[src/rtl/collision_pkg.sv]
// Shared types and pair-indexing helpers for the collision manager.
// Pairs (i,j), i<j, are numbered row by row: (0,1),(0,2)..(0,N-1),(1,2)..(N-2,N-1).
package collision_pkg;

  typedef enum logic {
    StWaitSof,
    StRun
  } state_e;

  function automatic int unsigned num_pairs(input int unsigned n);
    return n * (n - 1) / 2;
  endfunction

  function automatic int unsigned pair_idx(input int unsigned i, input int unsigned j,
                                           input int unsigned n);
    return i * n - (i * (i + 1)) / 2 + (j - i - 1);
  endfunction

endpackage

[src/rtl/collision_pair_tracker.sv]
// One pair's overlap run counter, per-frame hit flag, hit pulse and saturating frame counter.
module collision_pair_tracker #(
  parameter int unsigned MIN_OVERLAP = 1,
  parameter int unsigned CNT_W       = 8
) (
  input  logic             clk,
  input  logic             resetN,
  input  logic             en_i,
  input  logic             sof_i,
  input  logic             overlap_i,
  input  logic             cnt_clr_i,
  output logic             hit_o,
  output logic             flag_o,
  output logic [CNT_W-1:0] cnt_o
);

  localparam int unsigned RunW = $clog2(MIN_OVERLAP + 1);
  localparam logic [RunW-1:0] RunMax = RunW'(MIN_OVERLAP);

  logic [RunW-1:0]  run_q, run_d;
  logic             flag_q, flag_d;
  logic             hit_q, hit_d;
  logic [CNT_W-1:0] cnt_q, cnt_d;

  always_comb begin
    run_d  = run_q;
    flag_d = flag_q;
    hit_d  = 1'b0;
    cnt_d  = cnt_q;
    if (en_i) begin
      // An overlap seen together with start-of-frame opens a fresh run in the new frame.
      if (!overlap_i) begin
        run_d = '0;
      end else if (sof_i) begin
        run_d = RunW'(1);
      end else if (run_q != RunMax) begin
        run_d = run_q + 1'b1;
      end
      hit_d  = (run_d == RunMax) && (sof_i || !flag_q);
      flag_d = (flag_q && !sof_i) || hit_d;
    end
    if (cnt_clr_i) begin
      cnt_d = '0;
    end else if (hit_d && (cnt_q != '1)) begin
      cnt_d = cnt_q + 1'b1;
    end
  end

  always_ff @(posedge clk or negedge resetN) begin
    if (!resetN) begin
      run_q  <= '0;
      flag_q <= 1'b0;
      hit_q  <= 1'b0;
      cnt_q  <= '0;
    end else begin
      run_q  <= run_d;
      flag_q <= flag_d;
      hit_q  <= hit_d;
      cnt_q  <= cnt_d;
    end
  end

  assign hit_o  = hit_q;
  assign flag_o = flag_q;
  assign cnt_o  = cnt_q;

endmodule

[src/rtl/collision_manager.sv]
// Pairwise collision detection between drawing-request channels with per-frame hit summary.
module collision_manager
  import collision_pkg::*;
#(
  parameter int unsigned NUM_OBJ     = 5,
  parameter int unsigned MIN_OVERLAP = 1,
  parameter int unsigned CNT_W       = 8,
  localparam int unsigned NUM_PAIRS  = num_pairs(NUM_OBJ)
) (
  input  logic                       clk,
  input  logic                       resetN,
  input  logic                       startOfFrame,
  input  logic [NUM_OBJ-1:0]         draw_req,
  input  logic [NUM_PAIRS-1:0]       pair_en,
  input  logic                       cnt_clr,
  output logic [NUM_PAIRS-1:0]       hit_pulse,
  output logic                       any_hit_pulse,
  output logic [NUM_PAIRS-1:0]       frame_hits,
  output logic                       summary_valid,
  output logic [NUM_PAIRS*CNT_W-1:0] pair_cnt
);

  state_e                 state_q, state_d;
  logic [NUM_OBJ-1:0]     req_q;
  logic [NUM_PAIRS-1:0]   en_q;
  logic                   sof_q;
  logic [NUM_PAIRS-1:0]   frame_hits_q, frame_hits_d;
  logic                   summary_q, summary_d;
  logic [NUM_PAIRS-1:0]   overlap;
  logic [NUM_PAIRS-1:0]   flags;
  logic                   run;

  always_comb begin
    state_d      = state_q;
    frame_hits_d = frame_hits_q;
    summary_d    = 1'b0;
    run          = 1'b0;
    unique case (state_q)
      StWaitSof: begin
        if (sof_q) state_d = StRun;
      end
      StRun: begin
        run = 1'b1;
        // Flags still hold the finished frame here; trackers clear them on this edge.
        if (sof_q) begin
          frame_hits_d = flags;
          summary_d    = 1'b1;
        end
      end
      default: state_d = StWaitSof;
    endcase
  end

  always_ff @(posedge clk or negedge resetN) begin
    if (!resetN) begin
      state_q      <= StWaitSof;
      req_q        <= '0;
      en_q         <= '0;
      sof_q        <= 1'b0;
      frame_hits_q <= '0;
      summary_q    <= 1'b0;
    end else begin
      state_q      <= state_d;
      req_q        <= draw_req;
      en_q         <= pair_en;
      sof_q        <= startOfFrame;
      frame_hits_q <= frame_hits_d;
      summary_q    <= summary_d;
    end
  end

  for (genvar i = 0; i < NUM_OBJ; i++) begin : g_obj_i
    for (genvar j = i + 1; j < NUM_OBJ; j++) begin : g_obj_j
      localparam int unsigned P = pair_idx(i, j, NUM_OBJ);

      assign overlap[P] = req_q[i] & req_q[j] & en_q[P];

      collision_pair_tracker #(
        .MIN_OVERLAP (MIN_OVERLAP),
        .CNT_W       (CNT_W)
      ) u_tracker (
        .clk       (clk),
        .resetN    (resetN),
        .en_i      (run),
        .sof_i     (sof_q),
        .overlap_i (overlap[P]),
        .cnt_clr_i (cnt_clr),
        .hit_o     (hit_pulse[P]),
        .flag_o    (flags[P]),
        .cnt_o     (pair_cnt[P*CNT_W +: CNT_W])
      );
    end
  end

  assign any_hit_pulse = |hit_pulse;
  assign frame_hits    = frame_hits_q;
  assign summary_valid = summary_q;

endmodule

[config.mk]
export PLATFORM = sky130hd
export DESIGN_NAME = collision_manager
export DESIGN_NICKNAME = d
export VERILOG_FILES = /design/src/rtl/collision_pkg.sv /design/src/rtl/collision_pair_tracker.sv /design/src/rtl/collision_manager.sv
export SDC_FILE = /design/constraint.sdc
export NUM_CORES = 1
export LEC_CHECK = 0
export CORE_MARGIN = 3
export CORE_UTILIZATION = 50
export CTS_BUF_LIST = sky130_fd_sc_hd__clkbuf_8
export DETAILED_ROUTE_END_ITERATION = 16
export PLACE_DENSITY_LB_ADDON = 0.25
export SLEW_MARGIN = 20
export SYNTH_ARGS = -nofsm -noshare
export SYNTH_HDL_FRONTEND = slang
export SYNTH_SLANG_ARGS = --single-unit
[constraint.sdc]
create_clock -name clk -period 2.2 [get_ports clk]
set_clock_uncertainty 0.05 [all_clocks]
set_input_delay 0.55 -clock clk [delete_from_list [all_inputs] [get_ports clk]]
set_output_delay 0.55 -clock clk [all_outputs]
set_load 0.05 [all_outputs]
---- Yosys cells after proc, flatten, opt, wreduce, memory -nomap -nowiden ----
Cells that the tools add are included.
cells by class
  bitwise logic cells ..................... 20
  equality and inequality tests ........... 10
  muxes and demuxes ....................... 74
  reduce and logical (&&, ||, !) cells .... 73
  $add $sub $neg .......................... 20
operators by type and width
  kind                                                           number
  8-bit two-way mux                                              20
  8-bit by 1-bit adder with 8-bit output, second input constant  10
  8-bit inequality test, second input constant                   10
  1-bit two-way mux                                              54
  1-bit logical AND                                              30
  1-bit AND                                                      20
  1-bit logical OR                                               20
  2-bit nonzero test                                             10
  1-bit logical NOT                                              11
  1-bit adder, second input constant                             10
  10-bit OR reduction                                            1
  2-bit AND reduction                                            1
storage, ports and cells
  register bits ........................... 138
  logic and storage cells ................. 243
  bits of input ports ..................... 19
  output and inout bits ................... 102

---- Logic depth before layout (Yosys ltp) ----
Gate-level depths: netlist of run 1.
  word-level depth ........................ 10
  mapped depth ............................ 6
  mapped depth without buffers ............ 5

---- Cells and area by module ----
From an unflattened synthesis of run 1, not the netlist that was laid out.
unflattened totals
  cells, all modules ...................... 624
  area, all modules ....................... 6233.5 µm²
by module, submodules not included
  module                                                        cells each  area an instance (µm²)  times used
  collision_pair_tracker (g_obj_i[0].g_obj_j[1].u_tracker ...)  57          528.0                   9
  collision_manager                                             56          958.4                   1
  collision_pair_tracker (g_obj_i[3].g_obj_j[4].u_tracker)      55          523.0                   1

---- Worst setup path after synthesis of run 1 ----
Ideal clock, no wire load.
  path kind ............................... flip-flop to flip-flop
  start point ............................. register g_obj_i[2].g_obj_j[3].u_tracker.cnt_q[0]
  end point ............................... register g_obj_i[2].g_obj_j[3].u_tracker.cnt_q[5]
  setup slack ............................. 0.000 ns
  data arrival time ....................... 2.072 ns
  data required time ...................... 2.072 ns
  cell stages (with the launch flop) ...... 7
  clock period less this slack ............ 2.200 ns
  cell sequence ........................... dfrtp_1 > ha_1 > and3_2 > a221o_2 > buf_6 > or3_1 > a21oi_1
between the ends
  word-level cells in the longest chain between the ends .. 3
  elaborated cells between the ends (all ways) .. 6
ends and longest elaborated chain
  item                                                                                    RTL line                                                    text
  start: declaration                                                                      collision_pair_tracker.sv:23                                logic [CNT_W-1:0] cnt_q, cnt_d;
  start signal: assignment                                                                collision_pair_tracker.sv:59                                cnt_q <= cnt_d;
  8-bit by 1-bit adder with 8-bit output / 8-bit inequality test (equally long branches)  collision_pair_tracker.sv:45, collision_pair_tracker.sv:44
  8-bit two-way mux / 1-bit logical AND (equally long branches)                           collision_pair_tracker.sv:44                                end else if (hit_d && (cnt_q != '1)) begin
  8-bit two-way mux / 2-bit nonzero test (equally long branches)                          -
Several ways; a longest one is shown, not always the timed one. The select of a mux whose other input is x is not followed.
A chain may end at the register's enable or synchronous reset.

---- Worst setup path in the final report of run 1 ----
  start point ............................. register g_obj_i[1].g_obj_j[3].u_tracker.hit_q
  end point ............................... output port any_hit_pulse
between the ends
  word-level cells in the longest chain between the ends .. 1
ends and longest elaborated chain
  item                      RTL line                      text
  start: declaration        collision_pair_tracker.sv:22  logic hit_q, hit_d;
  start signal: assignment  collision_pair_tracker.sv:58  hit_q <= hit_d;
  10-bit OR reduction       collision_manager.sv:95       assign any_hit_pulse = |hit_pulse;
  end: declaration          collision_manager.sv:17       output logic any_hit_pulse,
No other way between the ends.

==> results of run 1 <==
==> critical path, cell delays in order, from the launching register on <==
cell and delay (ps):
dfrtp_1 420, nor4_2 310, nand3_1 180, buf_6 190
==> flip-flops by register name (all words and copies together) (netlist names) <==
name,count
sof_q,1
req_q,5
state_q,1
g_obj_i.g_obj_j.u_tracker.flag_o,10
en_q,10
g_obj_i.g_obj_j.u_tracker.cnt_o,80
summary_valid,1
frame_hits,10
g_obj_i.g_obj_j.u_tracker.hit_o,10
==> worst max path at each step <==
stage | cells past startpoint | end | slack (ps)
global placement | 5 | g_obj_i[2].g_obj_j[3].u_tracker.cnt_o[7] | 130
detailed placement | 5 | g_obj_i[2].g_obj_j[3].u_tracker.cnt_o[7] | 70
CTS | 3 | any_hit_pulse | 20
floorplan | 6 | g_obj_i[2].g_obj_j[3].u_tracker.cnt_o[5] | 30
finish | 3 | any_hit_pulse | 90
global route | 5 | g_obj_i[2].g_obj_j[3].u_tracker.cnt_o[7] | 2
==> synth_stat cells <==
cell and n:
and4_2 8, nand2_1 34, mux2i_1 10, ha_1 10, or2_2 1, nor3_1 6, xor2_1 9, or3_2 2
o21ai_0 32, a31o_2 1, inv_1 15, a2111oi_4 1, and2_1 2, clkbuf_1 13, nand3_1 36, nor2_1 29
buf_6 2, or4_1 23, o221ai_1 1, o31ai_1 22, or3_1 25, nand4_4 1, o221ai_2 1, nand4_1 18
a211o_1 1, buf_2 6, o41ai_1 1, o211ai_1 5, and3_1 3, buf_4 10, a21oi_1 59, and4_1 5
a211oi_1 2, a31oi_1 1, mux2_2 12, dfrtp_1 128, nor2b_1 6, nand2b_1 9, a21o_1 3, and3_2 1
nor4_1 5, nor3b_1 1, a221o_2 1
==> layout make-up <==
type	count	area, µm²	area share, %
Inverter	15	56.3	0.746
Multi-Input combinational cell	387	2480	32.8
Sequential cell	128	3210	42.5
Clock inverter	15	159	2.10
Clock buffer	17	234	3.10
Timing Repair Buffer	144	1240	16.4
Tap cell	143	179	2.37
==> timing repair <==
item	CTS	global route
gates resized for setup	81	3
endpoints found under the hold margin	34	0
hold buffers	1	0
pin swaps	0	3
setup endpoints to repair	80	5
setup buffers	0	3
==> per-layer routing <==
| layer | track usage, % | share of wire (%) |
|---|---|---|
| met5 | 0 | 0 |
| met2 | 34.7 | 49 |
| met1 | 30.1 | 44 |
| met3 | 5.71 | 6.0 |
| met4 | 7.28 | 0.78 |
==> logic make-up after synthesis <==
group | after synthesis | synth area share (%)
AND/OR/NAND/NOR | 215 | 20.8
AO/OA/AOI/OAI | 131 | 13.4
flip-flops | 128 | 54.4
buffers and inverters | 46 | 3.95
multiplexers | 22 | 3.99
adder cells (fa/ha/maj) | 10 | 2.12
XOR/XNOR | 9 | 1.34
==> power by group <==
part | internal [mW] | switching [mW]
Combinational | 0.163 | 0.340
Sequential | 2.42 | 0.0652
Clock | 1.02 | 0.965
==> per-stage QoR <==
| step | setup slack [ps] | instance area [µm²] | instances |
|---|---|---|---|
| 6_report | 85.1 | 7550 | 849 |
| 2_1_floorplan | 27.1 | 5890 | 561 |
| 3_5_place_dp | 68.6 | 7200 | 813 |
| 4_1_cts | 16.0 | 7520 | 846 |
| 3_3_place_gp | 133 | 7200 | 813 |
| 5_1_grt | 1.68 | 7550 | 849 |
==> summary.txt, run 1 <==
Global route
  – Initial antenna violation count: 0
  – Overall routing resource usage: 22.1%
  – GRT overflow: 0
  – Vias in the first global route: 4,837
  – Pin count of the biggest net entering global routing: 39
  – First-pass GRT wire length: 23,200 µm

Cells and area
  – FILL cells: 943
  – Most frequent cells in the layout: dfrtp_1 (126), dlygate4sd2_1 (79), a21oi_1 (59), buf_4 (44), nand3_1 (36)
  – Share of cells above drive strength 1: 16.0%
  – Fin util: 65.8%
  – Synthesis-to-layout area growth: 28.2%
  – Most common cell after layout, fill and taps aside: dfrtp_1
  – Nets@finish: 722
  – Antenna diodes: 0

Detailed routing
  – # DRC: 0
  – WL/cell: 16.2 µm
  – Total number of vias: 4,903
  – Vias/cell: 5.78
  – Starting DRC count in detailed routing: 382
  – Wire length after detailed routing: 13,800 µm
  – Post-route ant nets: 0
  – DRT Pass-1 Iters: 4

Critical path
  – R2r endpoint: g_obj_i[2].g_obj_j[3].u_tracker.cnt_o[7]
  – Worst setup startpoint: g_obj_i[1].g_obj_j[3].u_tracker.hit_o
  – CP Max Fanout: 2
  – Crit path DAT: 1510 ps
  – CP startpoint kind: flip-flop
  – Worst path required time: 1600 ps
  – Reg2reg setup slack: 90 ps
  – Reg2Reg Depth: 5
  – R2r startpoint: g_obj_i[2].g_obj_j[3].u_tracker.cnt_o[0]
  – Setup CP Type: flip-flop to output port
  – Crit. End Element: output port

Timing
  – Max_slew headroom: 54.0%
  – Final setup violation count: 0
  – Fin Setup TNS: 0 ps
  – Minimum clock period: 2110 ps
  – Max Slew Vio Count: 0
  – Worst Max-Slew Pin Slew: 687 ps
  – Final Cycle Share: 96.1%
  – Final Hold Fails: 0
  – RSZ-0062 raised after global routing: false
  – Worst hold margin: 393 ps
  – F_max: 473 MHz

Flow run
  – MaxCap Viol Count: 0

Floorplan
  – Die W: 115 µm
  – IO Pins: 121
  – Die area: 13,100 µm²
  – Vert. Die Dim: 115 µm
  – Core box area: 11,500 µm²
  – Row cnt: 39
  – Initial core utilization: 51.4%

Worst hold path
  – Worst hold path startpoint: g_obj_i[3].g_obj_j[4].u_tracker.flag_o
  – WHS Endpoint: g_obj_i[3].g_obj_j[4].u_tracker.hit_o
  – WHS Path Cells: 1
  – Classification of the worst-slack hold path: flip-flop to flip-flop

CTS
  – Cts bufs inserted: 17
  – CTS tree: done
  – H-tree depth: 4
  – Clock-pin transition on the worst setup and hold timing paths: 80 ps
  – Worst-Skew Late Latency: 420 ps
  – CTS root buf: clkbuf_8
  – Max Root-Sink Buffers: 2
  – CTS Sinks: 128

Synth
  – Mapped Avg Cell Area: 10.5 µm²
  – Area share of the largest cell type after synthesis: 54.4%
  – Area leader, netlist: dfrtp_1
  – Synth Net Count: 590
  – Post-Synthesis Cells: 561
  – Post-synth cell types: 43
  – Register bit total from synthesis: 128
  – Register area share after synthesis: 54.4%
  – Yosys warnings: 0
  – Synth Cell Area: 5890 µm²
  – Synth area leaders: dfrtp_1 (54%), a21oi_1 (5.0%), nand3_1 (3.1%)

Placement
  – RePlAce Congestion: 0.823
  – Port Buffers: 120
  – Placed wire-length estimate: 9950 µm

Power
  – Total power: 4.98 mW
  – Max VDD drop: 0.388 mV
  – Pwr dens: 659 nW/µm²
  – Static Leak: 3.58 nW

Run status
  – Status: finished, final reports clean
No activity file was read; power rests on OpenSTA's default activity.
==> inputs of run 2 (changes only) <==
--- a/config.mk
+++ b/config.mk
@@ -9,7 +9,7 @@
 export CORE_UTILIZATION = 50
 export CTS_BUF_LIST = sky130_fd_sc_hd__clkbuf_8
 export DETAILED_ROUTE_END_ITERATION = 16
-export PLACE_DENSITY_LB_ADDON = 0.25
+export PLACE_DENSITY_LB_ADDON = 0.3
 export SLEW_MARGIN = 20
 export SYNTH_ARGS = -nofsm -noshare
 export SYNTH_HDL_FRONTEND = slang
==> run 2 against run 1 <==
Combinational power barely moved; worst setup slack improved by 27 ps; sequential share of layout area fell by 0.20 points; clock-buffer cell count rose by 3; cell count fell by 0.82%; design area rose by 0.46%; clock power rose by 16%; non-clock buffer count fell by 7; critical path type is now flip-flop to flip-flop.
==> summary.txt, run 2 (synthesized netlist as in run 1, its figures left out) <==
Critical path
  – Worst path cell trace: ha_1, and3_2, a221o_2, or4_1, a21oi_1
  – CP delay by family, top: simple AND/OR/NAND/NOR gates
  – Crit. End Element: flip-flop
  – Worst path required time: 2500 ps (+900 ps)
  – CP Max Fanout: 14 (+12)
  – CP startpoint kind: flip-flop
  – Max incr delay on CP: 500 ps (+80 ps)
  – Crit path DAT: 2380 ps (+870 ps)
  – Setup CP Type: flip-flop to flip-flop
  – Critical path's slowest cell: or4_1
  – CP bufs+invs: 0 (-1)

Cells and area
  – Synthesis-to-layout area growth: 28.8%
  – Most frequent cells in the layout: dfrtp_1 (126), dlygate4sd2_1 (78), a21oi_1 (59), buf_4 (37), nand3_1 (35)
  – FILL cells: 945 (+0.21%)
  – Layout Cells excl Fill: 842 (-0.82%)
  – Max reg flops: 80 (unchanged)
  – Share of cells above drive strength 1: 15.2% (-0.84 points)
  – Fin util: 66.2% (+0.31 points)
  – Antenna diodes: 0 (unchanged)
  – Nets@finish: 715 (-0.97%)
  – Most common cell after layout, fill and taps aside: dfrtp_1

Floorplan
  – Die area: 13,100 µm² (unchanged)
  – Die W: 115 µm (unchanged)
  – Core box area: 11,500 µm² (unchanged)
  – Vert. Die Dim: 115 µm (unchanged)
  – IO Pins: 121 (unchanged)
  – Row cnt: 39 (unchanged)
  – Initial core utilization: 51.4% (unchanged)

Global route
  – First-pass GRT wire length: 23,300 µm (+0.44%)
  – Initial antenna violation count: 0 (unchanged)
  – Vias in the first global route: 4,729 (-2.2%)
  – GRT overflow: 0 (unchanged)
  – Overall routing resource usage: 22.2% (+0.041 points)
  – Pin count of the biggest net entering global routing: 43 (+10%)

Detailed routing
  – Wire length after detailed routing: 14,000 µm (+1.5%)
  – Post-route ant nets: 0 (unchanged)
  – Starting DRC count in detailed routing: 404 (+5.8%)
  – WL/cell: 16.6 µm (+2.4%)
  – Total number of vias: 4,962 (+1.2%)
  – DRT Pass-1 Iters: 5 (+1)
  – # DRC: 0 (unchanged)
  – Vias/cell: 5.89 (+2.0%)

Timing
  – RSZ-0062 raised after global routing: false
  – Max_slew headroom: 56.2% (+2.3 points)
  – F_max: 479 MHz (+1.3%)
  – Final Cycle Share: 94.9% (-1.2 points)
  – Minimum clock period: 2090 ps (-27.4 ps)
  – Max Slew Vio Count: 0 (unchanged)
  – Worst Max-Slew Pin Slew: 654 ps (-33.6 ps)
  – Final setup violation count: 0 (unchanged)
  – Final Hold Fails: 0 (unchanged)
  – Fin Setup TNS: 0 ps (unchanged)

CTS
  – Worst-Skew Late Latency: 420 ps (about the same)
  – CTS root buf: clkbuf_8
  – Cts bufs inserted: 17 (unchanged)
  – H-tree depth: 4 (unchanged)
  – CTS tree: done
  – Max Root-Sink Buffers: 2 (unchanged)
  – Post-CTS Setup Bufs: 0 (unchanged)
  – Clock-pin transition on the worst setup and hold timing paths: 70 ps (about the same)
  – CTS Sinks: 128 (unchanged)

Run status
  – Status: finished, final reports clean

Power
  – Pwr dens: 699 nW/µm² (+6.1%)
  – Static Leak: 3.60 nW (+0.54%)
  – Max VDD drop: 0.523 mV (+35%)
  – Total power: 5.30 mW (+6.6%)

Worst hold path
  – Classification of the worst-slack hold path: flip-flop to flip-flop

Flow run
  – MaxCap Viol Count: 0 (unchanged)

Placement
  – RePlAce Congestion: 0.814 (-1.1%)
  – Port Buffers: 120 (unchanged)
  – Placed wire-length estimate: 9890 µm (-0.62%)
  – Placed insts: 809 (-0.49%)
[run 2: changes by cell type in the layout (fill, tap and decap cells not counted), sizes merged]
cell	before	now
buf	48	42
bufinv	2	5
clkbuf	17	20
inv	20	17
clkinvlp	3	1
clkinv	5	4
dlygate4sd2	79	78
[run 2: report_power, final]
group	switching, mW	internal, mW	total, mW
Sequential	0.0653	2.42	2.49
Combinational	0.344	0.159	0.502
Clock	0.883	1.43	2.31
Total	1.29	4.01	5.30
[run 2: routing by layer]
layer	track usage, %	vias up	wire, µm
li1	-	2328	-
met1	29.8	2461	6070
met2	35.2	157	6880
met4	6.73	0	171
met3	6.08	16	867
met5	0	-	0
[run 2: area by class of cell]
| cell class | instances | area, µm² | share of cell area [%] |
|---|---|---|---|
| clock inverters | 12 | 189 | 2.49 |
| repair buffers | 137 | 1200 | 15.8 |
| inverters | 15 | 56.3 | 0.742 |
| clock buffers | 20 | 275 | 3.63 |
| flip-flops and latches | 128 | 3210 | 42.3 |
| well taps | 143 | 179 | 2.36 |
| multi-input cells | 387 | 2480 | 32.7 |
[run 2: stage by stage]
step           setup WS, ps  area, µm²  hold WS, ps
6_report                113       7590          396
3_5_place_dp            106       7180          385
4_1_cts                36.4       7570          395
5_1_grt                13.3       7590          432
2_1_floorplan          27.1       5890          204
3_3_place_gp            135       7180          381
[run 2: timing repair]
item                       CTS  global route
gates resized for setup     80             4
hold buffers                 1             0
hold endpoints to repair    35             0
cloned                       0             0
setup endpoints to repair   79             6
pin swaps                    0             3
[run 2: final timing paths]
path                                                            end                                     start  depth (start not counted)  slack, ps
min reg2reg                   g_obj_i[1].g_obj_j[2].u_tracker.hit_o    g_obj_i[1].g_obj_j[2].u_tracker.flag_o                          1        400
max                        g_obj_i[2].g_obj_j[3].u_tracker.cnt_o[7]  g_obj_i[2].g_obj_j[3].u_tracker.cnt_o[0]                          5        110
min in group asynchronous  g_obj_i[1].g_obj_j[2].u_tracker.cnt_o[6]                                    resetN                          2        540
max reg2reg                g_obj_i[2].g_obj_j[3].u_tracker.cnt_o[7]  g_obj_i[2].g_obj_j[3].u_tracker.cnt_o[0]                          5        110
max in group asynchronous                                   state_q                                    resetN                          3        950
min                           g_obj_i[1].g_obj_j[2].u_tracker.hit_o    g_obj_i[1].g_obj_j[2].u_tracker.flag_o                          1        400
